--- src/rtl/dmem_arb_pkg.sv ---
// Shared sizes, read-tag layout and small helpers for the data-memory arbiter.
// Words are 24 bits; addresses and per-port data buses are HBIT_ADDR+1 bits wide.
package dmem_arb_pkg;
  localparam int WORD_W     = 24;
  localparam int HBIT_ADDR  = 47;
  localparam int ACC_W      = 2 * WORD_W;
  localparam int DMEM_PORTS = 2;
  localparam int STARVE_W   = 4;

  typedef enum logic {
    OWN_A = 1'b0,
    OWN_B = 1'b1
  } owner_e;

  typedef struct packed {
    logic   valid;
    owner_e owner;
    logic   is48;
    logic   port;
  } rd_tag_t;

  function automatic rd_tag_t mk_tag(logic rd, owner_e owner, logic is48, logic port);
    rd_tag_t t;
    t.valid = rd;
    t.owner = owner;
    t.is48  = is48;
    t.port  = port;
    return t;
  endfunction

  function automatic logic [HBIT_ADDR:0] zext_word(logic [WORD_W-1:0] w);
    return {{(HBIT_ADDR + 1 - WORD_W){1'b0}}, w};
  endfunction
endpackage

--- src/rtl/dmem_arb_tag.sv ---
// Per-port read-tag pipeline: remembers who owns each port's read for one cycle
// and steers the synchronous memory data back to that requester.
module dmem_arb_tag
  import dmem_arb_pkg::*;
(
  input  logic               clk_i,
  input  logic               rst_i,
  input  rd_tag_t            tag_d_i     [0:DMEM_PORTS-1],
  input  logic [HBIT_ADDR:0] mem_rdata_i [0:DMEM_PORTS-1],
  output logic               a_rvalid_o,
  output logic [ACC_W-1:0]   a_rdata_o,
  output logic               b_rvalid_o,
  output logic [ACC_W-1:0]   b_rdata_o
);
  rd_tag_t            tag_q [0:DMEM_PORTS-1];
  logic [ACC_W-1:0]   steer_data;
  logic               unused_rdata_hi;

  assign unused_rdata_hi = ^{mem_rdata_i[0][HBIT_ADDR:WORD_W], mem_rdata_i[1][HBIT_ADDR:WORD_W]};

  // Clearing the tags on reset drops any read still in flight.
  always_ff @(posedge clk_i or posedge rst_i) begin
    if (rst_i) begin
      for (int p = 0; p < DMEM_PORTS; p++) tag_q[p] <= '0;
    end else begin
      for (int p = 0; p < DMEM_PORTS; p++) tag_q[p] <= tag_d_i[p];
    end
  end

  always_comb begin
    a_rvalid_o = 1'b0;
    a_rdata_o  = '0;
    b_rvalid_o = 1'b0;
    b_rdata_o  = '0;
    steer_data = '0;
    for (int p = 0; p < DMEM_PORTS; p++) begin
      if (tag_q[p].valid) begin
        steer_data = tag_q[p].is48 ? {mem_rdata_i[1][WORD_W-1:0], mem_rdata_i[0][WORD_W-1:0]}
                                   : {{WORD_W{1'b0}}, mem_rdata_i[tag_q[p].port][WORD_W-1:0]};
        if (tag_q[p].owner == OWN_A) begin
          a_rvalid_o = 1'b1;
          a_rdata_o  = steer_data;
        end else begin
          b_rvalid_o = 1'b1;
          b_rdata_o  = steer_data;
        end
      end
    end
  end
endmodule

--- src/rtl/dmem_arb.sv ---
// Two-requester arbiter/sequencer for the dual-port 24-bit-word data memory.
// Grant logic, B starvation counter and port mapping live here; read return is in dmem_arb_tag.
module dmem_arb
  import dmem_arb_pkg::*;
#(
  parameter int STARVE_MAX = 4,
  parameter bit PAIR_24    = 1'b1
) (
  input  logic               iw_clk,
  input  logic               iw_rst,
  input  logic               iw_a_req,
  input  logic               iw_a_we,
  input  logic               iw_a_is48,
  input  logic [HBIT_ADDR:0] iw_a_addr,
  input  logic [ACC_W-1:0]   iw_a_wdata,
  output logic               ow_a_gnt,
  output logic               ow_a_rvalid,
  output logic [ACC_W-1:0]   ow_a_rdata,
  input  logic               iw_b_req,
  input  logic               iw_b_we,
  input  logic               iw_b_is48,
  input  logic [HBIT_ADDR:0] iw_b_addr,
  input  logic [ACC_W-1:0]   iw_b_wdata,
  output logic               ow_b_gnt,
  output logic               ow_b_rvalid,
  output logic [ACC_W-1:0]   ow_b_rdata,
  output logic               ow_mem_we    [0:DMEM_PORTS-1],
  output logic [HBIT_ADDR:0] ow_mem_addr  [0:DMEM_PORTS-1],
  output logic [HBIT_ADDR:0] ow_mem_wdata [0:DMEM_PORTS-1],
  output logic               ow_mem_is48  [0:DMEM_PORTS-1],
  input  logic [HBIT_ADDR:0] iw_mem_rdata [0:DMEM_PORTS-1]
);
  logic [STARVE_W-1:0] starve_q, starve_d;
  logic                a_gnt, b_gnt, pair_ok, b_first;
  logic                sel_b, s_we, s_is48;
  owner_e              s_owner;
  logic [HBIT_ADDR:0]  s_addr;
  logic [ACC_W-1:0]    s_wdata;
  rd_tag_t             tag_d [0:DMEM_PORTS-1];

  // Same-word pairs with a write are serialized so a read never sees a half-done update.
  always_comb begin
    pair_ok = PAIR_24 && !iw_a_is48 && !iw_b_is48 &&
              !((iw_a_addr == iw_b_addr) && (iw_a_we || iw_b_we));
    b_first = (starve_q == STARVE_W'(STARVE_MAX));
    a_gnt   = 1'b0;
    b_gnt   = 1'b0;
    if (!iw_rst) begin
      if (iw_a_req && iw_b_req) begin
        if (pair_ok) begin
          a_gnt = 1'b1;
          b_gnt = 1'b1;
        end else if (b_first) begin
          b_gnt = 1'b1;
        end else begin
          a_gnt = 1'b1;
        end
      end else begin
        a_gnt = iw_a_req;
        b_gnt = iw_b_req;
      end
    end
  end

  always_comb begin
    starve_d = '0;
    if (iw_b_req && !b_gnt) starve_d = b_first ? starve_q : starve_q + STARVE_W'(1);
  end

  always_ff @(posedge iw_clk or posedge iw_rst) begin
    if (iw_rst) starve_q <= '0;
    else        starve_q <= starve_d;
  end

  always_comb begin
    for (int p = 0; p < DMEM_PORTS; p++) begin
      ow_mem_we[p]    = 1'b0;
      ow_mem_addr[p]  = '0;
      ow_mem_wdata[p] = '0;
      ow_mem_is48[p]  = 1'b0;
      tag_d[p]        = '0;
    end
    sel_b   = b_gnt && !a_gnt;
    s_we    = sel_b ? iw_b_we    : iw_a_we;
    s_is48  = sel_b ? iw_b_is48  : iw_a_is48;
    s_addr  = sel_b ? iw_b_addr  : iw_a_addr;
    s_wdata = sel_b ? iw_b_wdata : iw_a_wdata;
    s_owner = sel_b ? OWN_B : OWN_A;
    if (a_gnt && b_gnt) begin
      ow_mem_we[0]    = iw_a_we;
      ow_mem_addr[0]  = iw_a_addr;
      ow_mem_wdata[0] = zext_word(iw_a_wdata[WORD_W-1:0]);
      tag_d[0]        = mk_tag(!iw_a_we, OWN_A, 1'b0, 1'b0);
      ow_mem_we[1]    = iw_b_we;
      ow_mem_addr[1]  = iw_b_addr;
      ow_mem_wdata[1] = zext_word(iw_b_wdata[WORD_W-1:0]);
      tag_d[1]        = mk_tag(!iw_b_we, OWN_B, 1'b0, 1'b1);
    end else if (a_gnt || b_gnt) begin
      ow_mem_we[0]    = s_we;
      ow_mem_addr[0]  = s_addr;
      ow_mem_wdata[0] = zext_word(s_wdata[WORD_W-1:0]);
      ow_mem_is48[0]  = s_is48;
      tag_d[0]        = mk_tag(!s_we, s_owner, s_is48, 1'b0);
      // The upper word of a 48-bit access wraps to address 0 at the top of memory.
      if (s_is48) begin
        ow_mem_we[1]    = s_we;
        ow_mem_addr[1]  = s_addr + (HBIT_ADDR + 1)'(1);
        ow_mem_wdata[1] = zext_word(s_wdata[ACC_W-1:WORD_W]);
        ow_mem_is48[1]  = 1'b1;
        tag_d[1]        = mk_tag(!s_we, s_owner, 1'b1, 1'b1);
      end
    end
  end

  assign ow_a_gnt = a_gnt;
  assign ow_b_gnt = b_gnt;

  dmem_arb_tag u_tag (
    .clk_i       (iw_clk),
    .rst_i       (iw_rst),
    .tag_d_i     (tag_d),
    .mem_rdata_i (iw_mem_rdata),
    .a_rvalid_o  (ow_a_rvalid),
    .a_rdata_o   (ow_a_rdata),
    .b_rvalid_o  (ow_b_rvalid),
    .b_rdata_o   (ow_b_rdata)
  );
endmodule
--- config.mk ---
export PLATFORM = sky130hd
export DESIGN_NAME = dmem_arb
export DESIGN_NICKNAME = d
export VERILOG_FILES = /design/src/rtl/dmem_arb_pkg.sv /design/src/rtl/dmem_arb_tag.sv /design/src/rtl/dmem_arb.sv
export SDC_FILE = /design/constraint.sdc
export NUM_CORES = 1
export LEC_CHECK = 0
export CORE_AREA = 2 2 230 232
export CTS_CLUSTER_SIZE = 14
export DETAILED_ROUTE_END_ITERATION = 7
export DIE_AREA = 0 0 232 234
export GPL_ROUTABILITY_DRIVEN = 0
export MAX_ROUTING_LAYER = met4
export SLEW_MARGIN = 20
export SYNTH_ARGS = -nofsm -noshare
export SYNTH_HDL_FRONTEND = slang
export SYNTH_SLANG_ARGS = --single-unit
export TNS_END_PERCENT = 5
--- constraint.sdc ---
create_clock -name iw_clk -period 10.6 [get_ports iw_clk]
set_input_delay 2.12 -clock iw_clk [delete_from_list [all_inputs] [get_ports iw_clk]]
set_output_delay 2.12 -clock iw_clk [all_outputs]
set_load 0.05 [all_outputs]
==> results_dict.tcl <==
set metrics [dict create \
    cts_root_buf "clkbuf_16" \
    yosys_warnings 0 \
    clkLatencyLatePin_ns 0.24 \
    p_leak_nw 5.05 \
    rows 84 \
    dr_wl_met3_um 5100 \
    viasPerCell 5.02 \
    period_needed_ns 9.89 \
    rsz0062_at_grt "no" \
    io_buffers 495 \
    wire_per_inst_um 23.6 \
    synth_edf_count 0 \
    criticalPathCategory "in -> out" \
    clock_skew_ns 0.00212 \
    antenna_found_initial 7 \
    cts_buffers 3 \
    ir_worst_vdd_mv 0.0573 \
    route.met2.wl_um 28500 \
    synth_seq_cells 10 \
    synth.distinct_cells 72 \
    place_area_mm2 0.0130 \
    area_growth_syn_to_layout_pct 77.4 \
    die_h_um 234 \
    cts_sinks 10 \
    grt_pass1_wl_um 72700 \
    critPathCaptureType "output pin" \
    cp.arrival_ns 7.77 \
    synth_mux_area_share_pct 8.59 \
    core_mm2 0.0520 \
    drt_iter0_markers 847 \
    synth_compound_area_share_pct 37.3 \
    drive_gt1_share_pct 7.09 \
    layout_worst_path_cycle_share_pct 93.3 \
    synth.top_cell.area_share_pct 13.1 \
    overflow 0 \
    worstReg2RegStart "starve_q[1]$_DFFE_PP0P_" \
    cts_tree "yes" \
    ys_seq_area_share_pct 3.39 \
    finalCoreUtilization_pct 25.2 \
    fin_nets 1852 \
    met1Wirelength_um 18200 \
    cts_hold_buf 0 \
    setup_tns_ns 0 \
    dp_hpwl_um 43200 \
    syn_inst 1132 \
    hp-class "reg -> reg" \
    synth_adder_area_share_pct 0.508 \
    ys_async_sr_fraction_pct 100 \
    track_usage_pct 18.5 \
    r2r_end "u_tag.tag_q[2]$_DFF_PP0_" \
    grt_max_degree 64 \
    min_from "starve_q[0]$_DFFE_PP0P_" \
    slew_headroom_pct 40.2 \
    cp.required_ns 8.48 \
    cts_max_level 1 \
    drt_first_pass_iters 8 \
    cp-startpoint "iw_b_addr[45]" \
    grt_pass1_vias 10500 \
    dieWidth_um 232 \
    hold_viol_final 0 \
    setup_viol 0 \
    start_util_pct 14.2 \
    start_kind "input port" \
    synth_top_family_by_area "compound AO/OA/AOI/OAI gates" \
    powerDensity_mw_per_mm2 61.8 \
    design.die.area_mm2 0.0543 \
    clockBufferDepth 2 \
    final_antenna_net_count 0 \
    synth_xor_xnor_area_share_pct 7.00 \
    worst_hold_path.endpoint "starve_q[0]$_DFFE_PP0P_" \
    postCtsSetupBuffers 0 \
    outcome "complete, no violations" \
    tightest_slew_ns 0.895 \
    reg2reg_depth 10 \
    routed_wl_um 53100 \
    hold_path_depth 2 \
    finalPower_uw 810 \
    synth.area.top_cells "a22o_1 13%, mux2i_1 6.9%, xor2_1 6.3%" \
    finalMaxSlewViolations 0 \
    syn_area_per_cell_um2 6.52 \
    reg2reg_slack_ns 7.17 \
    topRoutingLayerUsed "met4" \
    clk_pin_slew_ns 0.04 \
    synth.cell_area_mm2 0.00738 \
    whs_ns 0.608 \
    cap_viol_max_count 0 \
    synthSimpleGateAreaFrac_pct 29.7 \
    synth_area_leader_cell "a22o_1" \
    num_vias 11300 \
    final_area_mm2 0.0131 \
    drc 0 \
    io_pins 592 \
    max_freq_mhz 101 \
    crit_fanout 12 \
    ctsResizeCount 0 \
    synthFlopType "dfrtp_1" \
]
[synthesized netlist by cell type (all sizes together) (7+ instances only)]
cell and count:
a21oi 45, a211oi 16, and2 12, a31oi 10, o211ai 18, buf 84
nor2 54, nor3b 7, or4 8, o21ai 84, nor2b 12, o31ai 7
clkbuf 87, a22oi 10, nand3 42, nor4 29, a21o 13, mux2 11
nand2 121, dfrtp 10, nand4 34, and3 62, mux2i 51, o22ai 11
a22o 110, inv 22, nor3 28, xor2 53
[stage by stage]
| step | std cells | setup WS [ns] |
|---|---|---|
| 2_1_floorplan | 1179 | 1.20 |
| 3_3_place_gp | 2236 | 1.01 |
| 3_5_place_dp | 2236 | 0.951 |
| 4_1_cts | 2240 | 0.930 |
| 5_1_grt | 2246 | 0.417 |
| 6_report | 2246 | 0.714 |
[layout by cell type (no fill, tap or decap), types with 34 or more instances in the layout]
| cell type | count |
|---|---|
| nand2_1 | 121 |
| a22o_1 | 110 |
| buf_4 | 57 |
| a21oi_1 | 44 |
| nand3_1 | 42 |
| o21ai_0 | 82 |
| mux2i_1 | 50 |
| and3_1 | 61 |
| nor2_1 | 51 |
| xor2_1 | 53 |
| nand4_1 | 34 |
| clkdlybuf4s50_1 | 466 |
| conb_1 | 48 |
[worst max-delay path: stages]
cell,delay [ns]
clkdlybuf4s50_1,0.69
xor2_1,0.22
nor4_2,0.34
nand4_1,0.17
nor4_2,0.44
a21oi_4,0.16
clkinv_2,0.18
nand2_1,0.08
o21ai_0,0.11
ha_1,0.37
inv_1,0.12
nor3_1,0.53
nand4_1,0.37
nor2_1,0.23
o211ai_2,0.20
a22oi_2,0.52
nand2_1,0.21
a21o_1,0.22
a221o_1,0.29
buf_4,0.19
[cell type report]
cell class | count | area [µm²]
sequential | 10 | 251
multi-input combinational | 976 | 6360
inverter | 22 | 85.1
fill | 5735 | 38900
tap | 688 | 861
timing repair buffer | 540 | 5430
antenna | 6 | 15.0
clock buffer | 4 | 88.8
[worst max-delay path by stage]
stage	endpoint	slack (ns)	cells past startpoint
4_1_cts	ow_mem_addr[40]	0.93	20
6_report	ow_mem_addr[40]	0.71	20
2_1_floorplan	ow_mem_addr[34]	1.20	24
3_3_place_gp	ow_mem_addr[40]	1.01	20
5_1_grt	ow_mem_addr[40]	0.42	20
3_5_place_dp	ow_mem_addr[40]	0.95	20
[flip-flops by register name, summed over array words and instances, names as in the netlist]
register and flops:
u_tag.tag_q 6, starve_q 4
[where the power goes]
group	internal [mW]	switching (mW)
combinational	0.245	0.444
clock	0.0567	0.0174
sequential	0.0412	0.00564
[per-layer routing]
metal | up-vias | GRT usage, %
li1 | 5049 | -
met1 | 5410 | 18.4
met2 | 739 | 36.3
met3 | 76 | 4.67
met4 | 0 | 3.75
met5 | - | -
[cells by family (layout without fill, tap and decap cells)]
logic type                 count (synthesis)  count (layout)
AOI/OAI and AO/OA                        378             378
xor gates and xnor gates                  59              59
adders and majority gates                  3               3
buffers and inverters                    193             566
DFF                                       10              10
muxes                                     62              62
other                                      1              54
and+or+nand+nor                          426             426
Power figures use the tool's default switching activity.
